### config.mk
export PLATFORM = sky130hd
export DESIGN_NAME = pipe_ctrl
export DESIGN_NICKNAME = d
export VERILOG_FILES = /design/src/rtl/pipe_ctrl_pkg.sv /design/src/rtl/pipe_ctrl_hazard_cmp.sv /design/src/rtl/pipe_ctrl.sv
export SDC_FILE = /design/constraint.sdc
export NUM_CORES = 1
export LEC_CHECK = 0
export ABC_AREA = 1
export BUFFER_PORTS_ARGS = -buffer_cell sky130_fd_sc_hd__buf_2
export CORE_MARGIN = 1
export CORE_UTILIZATION = 26
export DETAILED_ROUTE_END_ITERATION = 16
export PLACE_DENSITY = 0.77
export REMOVE_ABC_BUFFERS = 1
export SYNTH_ARGS = -nofsm -noshare
export SYNTH_HDL_FRONTEND = slang
export SYNTH_SLANG_ARGS = --single-unit
### constraint.sdc
create_clock -name clk -period 0.9 [get_ports clk]
set_input_delay 0.09 -clock clk [delete_from_list [all_inputs] [get_ports clk]]
set_output_delay 0.09 -clock clk [all_outputs]
set_load 0.1 [all_outputs]
### src/rtl/pipe_ctrl_pkg.sv
// Shared defines (register/XLEN ranges, state encodings) and the pipe_ctrl package.
// Compile this file first; the other pipe_ctrl files rely on its macros.
`ifndef PIPE_CTRL_DEFINES
`define PIPE_CTRL_DEFINES
`define REG_ADDR     4:0
`define XLEN_WIDTH   31:0
`define PIPE_ST_RUN    2'd0
`define PIPE_ST_LSTALL 2'd1
`define PIPE_ST_FLUSH  2'd2
`endif

package pipe_ctrl_pkg;
  localparam int REG_AW = 5;
  localparam int XLEN   = 32;

  typedef enum logic [1:0] {
    ST_RUN    = `PIPE_ST_RUN,
    ST_LSTALL = `PIPE_ST_LSTALL,
    ST_FLUSH  = `PIPE_ST_FLUSH
  } state_e;
endpackage

### src/rtl/pipe_ctrl_hazard_cmp.sv
// Combinational load-use comparator: flags an ID read of a register that the
// load currently in EX has not yet written back.
import pipe_ctrl_pkg::*;

module pipe_hazard_cmp (
  input  logic             ex_is_load,
  input  logic             ex_rd_en,
  input  logic [`REG_ADDR] ex_rd,
  input  logic [`REG_ADDR] id_rs1,
  input  logic             id_rs1_en,
  input  logic [`REG_ADDR] id_rs2,
  input  logic             id_rs2_en,
  output logic             hazard
);
  logic rs1_hit;
  logic rs2_hit;

  assign rs1_hit = id_rs1_en && (id_rs1 == ex_rd);
  assign rs2_hit = id_rs2_en && (id_rs2 == ex_rd);
  // x0 is hardwired to zero, so a load targeting it never creates a dependency
  assign hazard  = ex_is_load && ex_rd_en && (ex_rd != '0) && (rs1_hit || rs2_hit);
endmodule

### src/rtl/pipe_ctrl.sv
// Pipeline stall/flush controller: busy stalls, jump flushes, load-use bubbles.
// Optional performance counters are enabled with the PIPE_CTRL_PERF_EN macro.
//
// state  | meaning
// RUN    | normal issue, load-use hazard evaluated
// LSTALL | bubble already inserted, hazard not re-evaluated
// FLUSH  | front end flushed for cnt more cycles after a jump
import pipe_ctrl_pkg::*;

module pipe_ctrl #(
  parameter int FLUSH_CYCLES = 1
) (
  input  logic               clk,
  input  logic               rst,
  input  logic [`REG_ADDR]   id_rs1,
  input  logic [`REG_ADDR]   id_rs2,
  input  logic               id_rs1_en,
  input  logic               id_rs2_en,
  input  logic [`REG_ADDR]   ex_rd,
  input  logic               ex_rd_en,
  input  logic               ex_is_load,
  input  logic               ex_busy,
  input  logic               jump_req,
  input  logic [`XLEN_WIDTH] jump_addr,
  output logic               pc_pause,
  output logic               if_id_pause,
  output logic               id_ex_pause,
  output logic               if_id_flush,
  output logic               id_ex_flush,
  output logic               pc_jump,
  output logic [`XLEN_WIDTH] pc_jump_addr,
`ifdef PIPE_CTRL_PERF_EN
  output logic [31:0]        stall_cnt,
  output logic [31:0]        flush_cnt,
`endif
  output logic [1:0]         state
);
  state_e     state_q, state_d;
  logic [1:0] cnt_q, cnt_d;
  logic       hazard;

  pipe_hazard_cmp u_hazard_cmp (
    .ex_is_load (ex_is_load),
    .ex_rd_en   (ex_rd_en),
    .ex_rd      (ex_rd),
    .id_rs1     (id_rs1),
    .id_rs1_en  (id_rs1_en),
    .id_rs2     (id_rs2),
    .id_rs2_en  (id_rs2_en),
    .hazard     (hazard)
  );

  always_comb begin
    state_d      = state_q;
    cnt_d        = cnt_q;
    pc_pause     = 1'b0;
    if_id_pause  = 1'b0;
    id_ex_pause  = 1'b0;
    if_id_flush  = 1'b0;
    id_ex_flush  = 1'b0;
    pc_jump      = 1'b0;
    pc_jump_addr = '0;
    if (rst) begin
      state_d = ST_RUN;
      cnt_d   = '0;
    end else if (ex_busy) begin
      pc_pause    = 1'b1;
      if_id_pause = 1'b1;
      id_ex_pause = 1'b1;
    end else if (jump_req) begin
      pc_jump      = 1'b1;
      pc_jump_addr = jump_addr;
      if_id_flush  = 1'b1;
      id_ex_flush  = 1'b1;
      if (FLUSH_CYCLES <= 1) begin
        state_d = ST_RUN;
        cnt_d   = '0;
      end else begin
        state_d = ST_FLUSH;
        cnt_d   = 2'(FLUSH_CYCLES - 1);
      end
    end else begin
      unique case (state_q)
        ST_RUN: begin
          if (hazard) begin
            pc_pause    = 1'b1;
            if_id_pause = 1'b1;
            id_ex_flush = 1'b1;
            state_d     = ST_LSTALL;
          end
        end
        ST_LSTALL: state_d = ST_RUN;
        ST_FLUSH: begin
          if_id_flush = 1'b1;
          if (cnt_q <= 2'd1) begin
            state_d = ST_RUN;
            cnt_d   = '0;
          end else begin
            cnt_d = cnt_q - 2'd1;
          end
        end
        default: begin
          state_d = ST_RUN;
          cnt_d   = '0;
        end
      endcase
    end
  end

  always_ff @(posedge clk) begin
    if (rst) begin
      state_q <= ST_RUN;
      cnt_q   <= '0;
    end else begin
      state_q <= state_d;
      cnt_q   <= cnt_d;
    end
  end

  assign state = rst ? 2'd0 : state_q;

`ifdef PIPE_CTRL_PERF_EN
  logic [31:0] stall_cnt_q, stall_cnt_d;
  logic [31:0] flush_cnt_q, flush_cnt_d;

  // pc_pause/pc_jump are already zero during reset; counters wrap naturally
  always_comb begin
    stall_cnt_d = stall_cnt_q + 32'(pc_pause);
    flush_cnt_d = flush_cnt_q + 32'(pc_jump);
  end

  always_ff @(posedge clk) begin
    if (rst) begin
      stall_cnt_q <= '0;
      flush_cnt_q <= '0;
    end else begin
      stall_cnt_q <= stall_cnt_d;
      flush_cnt_q <= flush_cnt_d;
    end
  end

  assign stall_cnt = stall_cnt_q;
  assign flush_cnt = flush_cnt_q;
`endif
endmodule

==> out/results.ini, run 1 <==
[outcome]
status = did not finish
lastStage = 4_1_cts
error = [ERROR DPL-0033] detailed placement checks failed during check placement.

[clock_tree]
hold_buffers = 0
ctsResizeCount = 86
cts_setup_buffers = 5

[synthesis]
yosysTopAreaCellShare_pct = 28.72
netlist_area_um2 = 614.3
synthCells = 146
yosysTopAreaCell = inv_1
ys_top_cells_by_area = inv_1 29%, nor2_1 24%, nand2_1 21%
ys_ff_latch = 1
yosysWarnings = 0
ys_seq_area_share_pct = 3.259
ys_types = 15
syn_area_per_cell_um2 = 4.208

[die]
pin_count = 95
start_util_pct = 27.77
fp.dieW_um = 50.61
row_count = 17
die_y_um = 50.61

[placed_design]
gp_congestion = 0.7364
post_dp_cell_area_um2 = 1713
dp_hpwl_um = 2540
numPortBuffers = 93

per-stage QoR:
step | hold WS [ns] | setup slack, ns | utilization [%] | setup TNS [ns] | std cells
floorplan | 0.2008 | -1.159 | - | -38.25 | 140
global placement | 0.4122 | -0.2801 | 77.43 | -5.103 | 266
detailed placement | 0.4200 | -0.3059 | 77.43 | -6.258 | 266
kinds of logic after synthesis:
kind of cell	after synthesis	synth area share, %
flops	1	3.259
compound gates	1	1.222
buf+inv	58	37.88
simple gates	85	57.03
other cells	1	0.6104
Yosys cell counts:
cell,number
nor2_4,1
dfxtp_1,1
buf_4,3
nor2_1,40
nand3_1,4
o21bai_1,1
nor2_2,1
inv_2,5
buf_2,3
conb_1,1
nand2_1,34
nand3_2,1
nand4_1,2
inv_1,47
nand2_2,2
==> inputs of run 2 (changes only) <==
--- a/config.mk
+++ b/config.mk
@@ -7,10 +7,10 @@
 export LEC_CHECK = 0
 export ABC_AREA = 1
 export BUFFER_PORTS_ARGS = -buffer_cell sky130_fd_sc_hd__buf_2
-export CORE_MARGIN = 1
-export CORE_UTILIZATION = 26
+export CORE_AREA = 2 2 63 65
 export DETAILED_ROUTE_END_ITERATION = 16
-export PLACE_DENSITY = 0.77
+export DIE_AREA = 0 0 65 67
+export PLACE_DENSITY_LB_ADDON = 0.15
 export REMOVE_ABC_BUFFERS = 1
 export SYNTH_ARGS = -nofsm -noshare
 export SYNTH_HDL_FRONTEND = slang
==> constraint.sdc (replaced) <==
create_clock -name clk -period 1.2 [get_ports clk]
set_input_delay 0.12 -clock clk [delete_from_list [all_inputs] [get_ports clk]]
set_output_delay 0.12 -clock clk [all_outputs]
set_load 0.1 [all_outputs]
==> run 2 against run 1 <==
Effect of this change: the flow now finishes without violations; synthesized cell count unchanged; area after synthesis stayed put.
==> out/results.ini, run 2 <==
[die]
start_util_pct = 17.04
die_y_um = 67
dieArea_um2 = 4355
fp.dieW_um = 65
coreArea_um2 = 3606
pin_count = 95
row_count = 22

[synthesis]
netlist_area_um2 = 614.3
syn_area_per_cell_um2 = 4.208
yosysTopAreaCell = inv_1
ys_seq_area_share_pct = 3.259
synthCells = 146
synth_flop_cell = dfxtp_1
yosysWarnings = 0
ys_ff_latch = 1
yosys.cell_count.top_type = inv_1
ys_top_cells_by_area = inv_1 29%, nor2_1 24%, nand2_1 21%
yosysTopAreaCellShare_pct = 28.72
synth_common_cells = 47 x inv_1, 40 x nor2_1, 34 x nand2_1, 5 x inv_2, 4 x nand3_1
ys_types = 15
async_flop_share_pct = 0
synth_edf_count = 0

[setup_path]
critical_path_class = primary input to output pin
critical_path_peak_fanout = 3
r2r_cells = 6
reg2reg_slack_ns = 0.22
cp.required_ns = 1.08
crit_arrival_ns = 1.06
r2r_end = state_q[0]
worstSetupStartpointType = primary input
rr_startpoint = state_q[0]
end_kind = output pin

[global_route]
grt.busiest_layer = met2
grt_use_met3_pct = 1.182
met2_usage_pct = 22.81
grt.overflow.total = 0
antenna_found_initial = 0
grt_max_degree = 35
track_usage_pct = 10.98
grt_pass1_vias = 904
grt_pass1_wl_um = 3953
grtUsageMet1_pct = 12.53

[final_layout]
top_register = state_q
antenna_cells = 0
largest_register_ffs = 1
layout_commonest_cell = buf_2
num-fill-cells = 364
area.growth.synth_to_final_pct = 202.4
fin_cells = 285
largestRegisters = state_q x1
drive_gt1_share_pct = 54.43
postLayoutCellArea_um2 = 1858
layout_common_cells = 44 x buf_2, 42 x inv_1, 40 x buf_12, 34 x nor2_1, 24 x nand2_1
utilization_pct = 51.53
final_nets = 294

[placed_design]
dp_slack_ns = -0.04651
dp_hpwl_um = 2319
dp_cells = 284
gp_congestion = 0.7521
post_dp_cell_area_um2 = 1723
numPortBuffers = 93

[timing]
final-max-slew-violation-count = 0
max_freq_ghz = 0.8507
period_share_pct = 97.95
finalHoldViolCount = 0
fin_skew_ns = 0
finalSetupViolations = 0
finalSetupTns_ns = 0
fin_ws_ns = 0.02455
period_minus_slack_ns = 1.175
hold_slack_ns = 0.3941
rsz0062_at_grt = true

[route]
drt_first_pass_iters = 4
route.detailed.drc = 0
wl_per_cell_um = 9.586
drtAntennaViolNets = 0
drt-vias-per-instance = 3.632
routed_wl_um = 2732
drt_first_iter_violations = 36
vias = 1035

[flow_run]
drv_cap = 0

[min_path]
hp-start = ex_busy
hold_path_class = primary input to flip-flop
hold_path_end = state_q[0]
holdPathStages = 3

[outcome]
status = finished, final reports clean

[power_and_ir_drop]
p_seq_share_pct = 4.4
power.internal_mw = 0.3157
power_switching_mw = 0.4578
clkPwrFrac_pct = 0
power_frac_comb_pct = 95.6
power_density_nw_per_um2 = 416.3
power_mw = 0.7734
p_sw_share_pct = 59.19
p_leak_nw = 1.086
ir_worst_vdd_uv = 202.1

[clock_tree]
clock_latency_ns = 0
clk_pin_slew_worst_paths_ns = 0
hold_buffers = 0

## run 2: cell counts after synthesis
Identical to the previous run, type by type.
## run 2: power groups by stage
stage	logic, mW	registers [mW]	clock network [mW]
after floorplan	0.398	0.0341	0
after global placement	0.694	0.0341	0
after detailed placement	0.696	0.0341	0
after CTS	0.718	0.0341	0
after global routing	0.779	0.0341	0
final	0.739	0.0341	0
## run 2: worst max path at each step
stage / slack, ns / from / endpoint / cells past startpoint
floorplan: -0.89 / state_q[0] / if_id_pause / 6
global placement: -0.05 / ex_rd[1] / if_id_pause / 9
detailed placement: -0.05 / state_q[0] / if_id_pause / 7
CTS: -0.0009 / state_q[0] / if_id_pause / 7
global route: -0.08 / ex_rd[1] / pc_pause / 10
finish: 0.02 / id_rs2[4] / if_id_pause / 10
## run 2: critical path, stage by stage
cell and delay, ns:
buf_2 0.09, inv_2 0.03, nand2_2 0.06, nand2_2 0.05, nor2_2 0.11, nand3_2 0.07
nand2_2 0.09, nand4_1 0.11, nand2_2 0.13, buf_12 0.18
## run 2: what timing repair did
| item | 4_1_cts | 5_1_grt |
|---|---|---|
| pin swaps | 19 | 20 |
| resized for setup | 12 | 27 |
| buffers inserted | 1 | 0 |
| endpoints found under the setup margin | 2 | 7 |
## run 2: logic make-up after synthesis
| logic type | after synthesis | share of synthesized area, % |
|---|---|---|
| DFF | 1 | 3.259 |
| other | 1 | 0.6104 |
| AOI/OAI and AO/OA | 1 | 1.222 |
| buffers and inverters | 58 | 37.88 |
| and+or+nand+nor | 85 | 57.03 |
## run 2: layout make-up
cell class | instances | area (um2) | area share [%]
inverter | 52 | 202.7 | 10.91
multi-input combinational | 87 | 411.6 | 22.15
sequential | 1 | 20.02 | 1.077
tap | 48 | 60.06 | 3.232
timing repair buffer | 97 | 1164 | 62.63
## run 2: metal layers
metal	share of wire, %	vias to the layer above	routed length (um)
li1	-	571	-
met1	35	431	943
met2	59	33	1611
met3	6.5	0	177
met4	0	0	0
met5	0	-	0
Note: power is estimated with default switching activity, not from simulation.
==> inputs of run 3 (changes only) <==
--- a/config.mk
+++ b/config.mk
@@ -5,7 +5,7 @@
 export SDC_FILE = /design/constraint.sdc
 export NUM_CORES = 1
 export LEC_CHECK = 0
-export ABC_AREA = 1
+export ABC_AREA = 0
 export BUFFER_PORTS_ARGS = -buffer_cell sky130_fd_sc_hd__buf_2
 export CORE_AREA = 2 2 63 65
 export DETAILED_ROUTE_END_ITERATION = 16
==> run 3 against run 2 <==
Effect of this change: the flow now finishes with violations (setup timing); first-iteration DRC count fell by 61%; power rose by 0.37%; sequential share of layout area barely moved; area after synthesis fell by 24%; clock skew did not move; design area fell by 0.40%; maximum frequency fell by 26%; synthesized cell count fell by 53%; global-route usage rose by 0.11 points; sequential power barely moved; die area did not move; critical endpoint is now id_ex_flush; combinational power barely moved.
==> out/results.ini, run 3 <==
[placed_design]
dp_hpwl_um = 2051
gp_congestion = 0.6413
numPortBuffers = 93
post_dp_cell_area_um2 = 1613
dp_slack_ns = -0.5589

[synthesis]
yosysTopAreaCellShare_pct = 43.13
synthCells = 68
ys_ff_latch = 1
synth_flop_cell = dfxtp_1
async_flop_share_pct = 0
synth_common_cells = 32 x and2_1, 8 x xor2_1, 3 x buf_4
yosys.cell_count.top_type = and2_1
synth_edf_count = 0
yosysWarnings = 0
syn_area_per_cell_um2 = 6.826
ys_top_cells_by_area = and2_1 43%, xor2_1 15%, buf_4 4.9%
yosysTopAreaCell = and2_1
ys_seq_area_share_pct = 4.313
ys_types = 23
netlist_area_um2 = 464.2

[final_layout]
final_nets = 227
largest_register_ffs = 1
drive_gt1_share_pct = 84.71
layout_common_cells = 50 x buf_2, 39 x buf_12, 26 x and2_4, 9 x buf_4, 7 x buf_6
top_register = state_q
utilization_pct = 51.32
area.growth.synth_to_final_pct = 298.7
antenna_cells = 0
largestRegisters = state_q x1
postLayoutCellArea_um2 = 1851
layout_commonest_cell = buf_2

[timing]
rsz0062_at_grt = true
finalHoldViolCount = 0
finalSetupTns_ns = -2.593
max_freq_ghz = 0.6308
period_minus_slack_ns = 1.585
period_share_pct = 132.1
finalSetupViolations = 18
final-max-slew-violation-count = 0
fin_ws_ns = -0.3854
fin_skew_ns = 0

[power_and_ir_drop]
p_seq_share_pct = 4.4
ir_worst_vdd_uv = 174.3
clkPwrFrac_pct = 0
power_density_nw_per_um2 = 419.5
p_leak_nw = 0.8772
power_switching_mw = 0.4296
power.internal_mw = 0.3467
power_frac_comb_pct = 95.6
p_sw_share_pct = 55.34

[route]
drtAntennaViolNets = 0
drt_first_pass_iters = 2
m1WireLength_um = 856
routed_wl_um = 2622
drt-vias-per-instance = 3.931
met2_wirelength_um = 1395
drt_first_iter_violations = 14
wl_per_cell_um = 12.03
vias = 857
wl_met3_um = 370
top_layer = met3
route.detailed.drc = 0

[clock_tree]
clk_pin_slew_worst_paths_ns = 0
clock_latency_ns = 0
hold_buffers = 0

[flow_run]
drv_cap = 0

[die]
dieArea_um2 = 4355
die_y_um = 67
row_count = 22
coreArea_um2 = 3606
start_util_pct = 12.87
pin_count = 95
fp.dieW_um = 65

[outcome]
violations = setup timing
status = finished with violations

[min_path]
hold_path_class = primary input to flip-flop

[setup_path]
crit_arrival_ns = 1.47
worstSetupStartpointType = primary input
end_kind = output pin
cp.required_ns = 1.08
critical_path_class = primary input to output pin
critical_path_peak_fanout = 3

[global_route]
grt_max_degree = 8
grt_pass1_vias = 928
grt_pass1_wl_um = 3864
track_usage_pct = 11.09
antenna_found_initial = 0
grt.overflow.total = 0

[run 3: logic make-up (layout without fill, tap and decap cells)]
family	count (synthesis)	count (layout)	share of synthesized area [%]
buf+inv	8	110	9.164
xor+xnor	10	10	18.87
flops	1	1	4.313
other cells	1	1	0.8078
simple gates	43	43	58.23
compound gates	5	5	8.626
[run 3: path summary, 6_finish.rpt]
| path | start | to | slack [ns] | cells past startpoint |
|---|---|---|---|---|
| max | id_rs1[1] | id_ex_flush | -0.39 | 7 |
| min | rst | state_q[0] | 0.43 | 2 |
| max reg2reg | state_q[0] | state_q[0] | 0.26 | 4 |
| min reg2reg | state_q[0] | state_q[0] | 0.61 | 3 |
[run 3: layer usage]
layer  global-route usage, %  vias up
met2                   22.94       69
met3                   4.223        0
met4                       0        0
met5                       0        -
li1                        -      421
met1                   10.92      367
[run 3: final cells by class]
type                    count  area (um2)
repair buffers            108        1232
flip-flops and latches      1       20.02
well taps                  48       60.06
fillers                   331        1755
multi-input cells          59       530.5
inverters                   2       7.507
[run 3: power groups by stage]
stage	combinational (mW)	sequential [mW]	clock [mW]
2_1_floorplan	0.365	0.0340	0
3_3_place_gp	0.660	0.0340	0
3_5_place_dp	0.664	0.0340	0
4_1_cts	0.736	0.0340	0
5_1_grt	0.770	0.0340	0
6_report	0.742	0.0340	0
[run 3: worst max-delay path, stage by stage]
cell and delay (ns):
buf_6 0.10, xor2_2 0.17, nor4_2 0.29, a32oi_2 0.20, o41ai_2 0.25, buf_4 0.17
buf_12 0.16
[run 3: metrics by stage]
stage / cells / total power [mW] / hold WS [ns]
detailed placement: 212 / 0.6977 / 0.4124
floorplan: 62 / 0.3988 / 0.2163
global placement: 212 / 0.6936 / 0.4061
global route: 218 / 0.8045 / 0.4529
finish: 218 / 0.7763 / 0.4301
CTS: 216 / 0.7701 / 0.4380
[run 3: what timing repair did]
action,CTS,global route
endpoints found under the hold margin,0,0
setup buffers,1,2
resized for setup,46,4
setup endpoints to repair,30,32
pin swaps,6,1
cloned,3,0
==> inputs of run 4 (changes only) <==
--- a/config.mk
+++ b/config.mk
@@ -10,7 +10,7 @@
 export CORE_AREA = 2 2 63 65
 export DETAILED_ROUTE_END_ITERATION = 16
 export DIE_AREA = 0 0 65 67
-export PLACE_DENSITY_LB_ADDON = 0.15
+export PLACE_DENSITY = 0.43
 export REMOVE_ABC_BUFFERS = 1
 export SYNTH_ARGS = -nofsm -noshare
 export SYNTH_HDL_FRONTEND = slang
==> run 4 against run 3 <==
Effect of this change: the flow still finishes with violations (setup timing); global-route usage is 2.4 points higher; design area is 6.0% higher; register-to-register slack worse by 0.03 ns; combinational power is 5.9% higher; first-iteration DRC count is 43% higher; cell count is 1.8% higher; wire length is 6.2% higher; maximum frequency is 1.3% lower; highest routed layer unchanged.
==> out/results.ini, run 4 (same netlist as run 3, synthesis figures left out) <==
[global_route]
grt.overflow.total = 0
grt_max_degree = 9
grt_pass1_vias = 883
antenna_found_initial = 0
track_usage_pct = 13.47
grt_pass1_wl_um = 4498

[power_and_ir_drop]
p_sw_share_pct = 53.97
power_mw = 0.8198
power_switching_mw = 0.4425
ir_worst_vdd_uv = 190.6
p_seq_share_pct = 4.2
power.internal_mw = 0.3774
power_density_nw_per_um2 = 417.9
clkPwrFrac_pct = 0
p_leak_nw = 0.9202
power_frac_comb_pct = 95.8

[setup_path]
worst-path-buf-inv = 3
cp.required_ns = 1.08
crit_slowest_cell = nor4_4
crit_arrival_ns = 1.49
cpPeakStageDelay_ns = 0.32
critical_path_peak_fanout = 3
cp_cell_sequence = buf_6 > xor2_2 > nor4_4 > a32oi_2 > o41ai_2 > buf_4 > buf_12
end_kind = output pin
cp_top_family = buffers and inverters
critical_path_class = primary input to output pin
worstSetupStartpointType = primary input

[final_layout]
largest_register_ffs = 1
layout_commonest_cell = buf_2
antenna_cells = 0
layout_common_cells = 47 x buf_2, 42 x buf_12, 32 x and2_4, 12 x buf_6, 8 x buf_4
largestRegisters = state_q x1
final_nets = 231
drive_gt1_share_pct = 87.36
area.growth.synth_to_final_pct = 322.6
top_register = state_q
utilization_pct = 54.41

[placed_design]
gp_congestion = 0.6826
numPortBuffers = 93

[flow_run]
drv_cap = 0

[die]
row_count = 22
pin_count = 95
fp.dieW_um = 65
dieArea_um2 = 4355
start_util_pct = 12.87
coreArea_um2 = 3606
die_y_um = 67

[timing]
fin_ws_ns = -0.4058
fin_skew_ns = 0
period_minus_slack_ns = 1.606
rsz0062_at_grt = true
finalSetupViolations = 31
finalHoldViolCount = 0
hold_slack_ns = 0.4474
period_share_pct = 133.8
final-max-slew-violation-count = 0
max_freq_ghz = 0.6228

[route]
wl_met3_um = 285
vias = 845
top_layer = met3
drt-vias-per-instance = 3.806
m1WireLength_um = 939
wl_per_cell_um = 12.54
drtAntennaViolNets = 0
routed_wl_um = 2784
met2_wirelength_um = 1559
drt_first_pass_iters = 2
route.detailed.drc = 0
drt_first_iter_violations = 20

[outcome]
violations = setup timing
status = finished with violations

[clock_tree]
clock_latency_ns = 0
clk_pin_slew_worst_paths_ns = 0

[min_path]
hold_path_class = primary input to flip-flop

## run 4: worst register-to-register path: cells and delay by family, from the launching register on
kind / cells / cell delay [ns]
compound gates: 2 / 0.33
buf+inv: 1 / 0.14
flops: 1 / 0.31
simple gates: 1 / 0.09
## run 4: stage by stage
stage / setup TNS [ns] / instances / cell area [um2] / setup WS (ns)
after global routing: -3.351 / 222 / 1962 / -0.5109
after floorplan: -207.50 / 62 / 429.2 / -5.659
after detailed placement: -2.984 / 211 / 1618 / -0.5892
final: -1.828 / 222 / 1962 / -0.4058
after global placement: -2.625 / 211 / 1618 / -0.5348
after CTS: -3.237 / 223 / 2008 / -0.4364
## run 4: final cells by class
cell class                 count  area (um2)
fill                         337        1644
inverter                       2       7.507
multi-input combinational     59       545.5
sequential                     1       20.02
tap                           48       60.06
timing repair buffer         112        1329
## run 4: what timing repair did
action                     CTS  global route
gates resized for setup     53            13
buffers inserted             7             4
hold buffers                 0             0
gates cloned                 5             0
pin swaps                   35             6
setup endpoints to repair   36            36
## run 4: power groups by stage
| stage | combinational, mW | clock, mW | sequential [mW] |
|---|---|---|---|
| 6_report | 0.786 | 0 | 0.0341 |
| 4_1_cts | 0.797 | 0 | 0.0341 |
| 3_3_place_gp | 0.664 | 0 | 0.0341 |
| 3_5_place_dp | 0.668 | 0 | 0.0341 |
| 5_1_grt | 0.819 | 0 | 0.0341 |
| 2_1_floorplan | 0.365 | 0 | 0.0340 |
## run 4: path summary, 6_finish.rpt
| path | endpoint | cells past startpoint | slack (ns) | from |
|---|---|---|---|---|
| worst max register to register | state_q[0] | 4 | 0.23 | state_q[0] |
| worst max-delay path | if_id_pause | 7 | -0.41 | id_rs1[1] |
| worst min register to register | state_q[0] | 2 | 0.50 | state_q[0] |
| worst min-delay path | state_q[0] | 3 | 0.45 | jump_req |
## run 4: layer usage
| metal | track usage (%) | up-vias |
|---|---|---|
| li1 | - | 428 |
| met3 | 1.689 | 0 |
| met2 | 28.48 | 53 |
| met5 | 0 | - |
| met4 | 0.2660 | 0 |
| met1 | 14.73 | 364 |
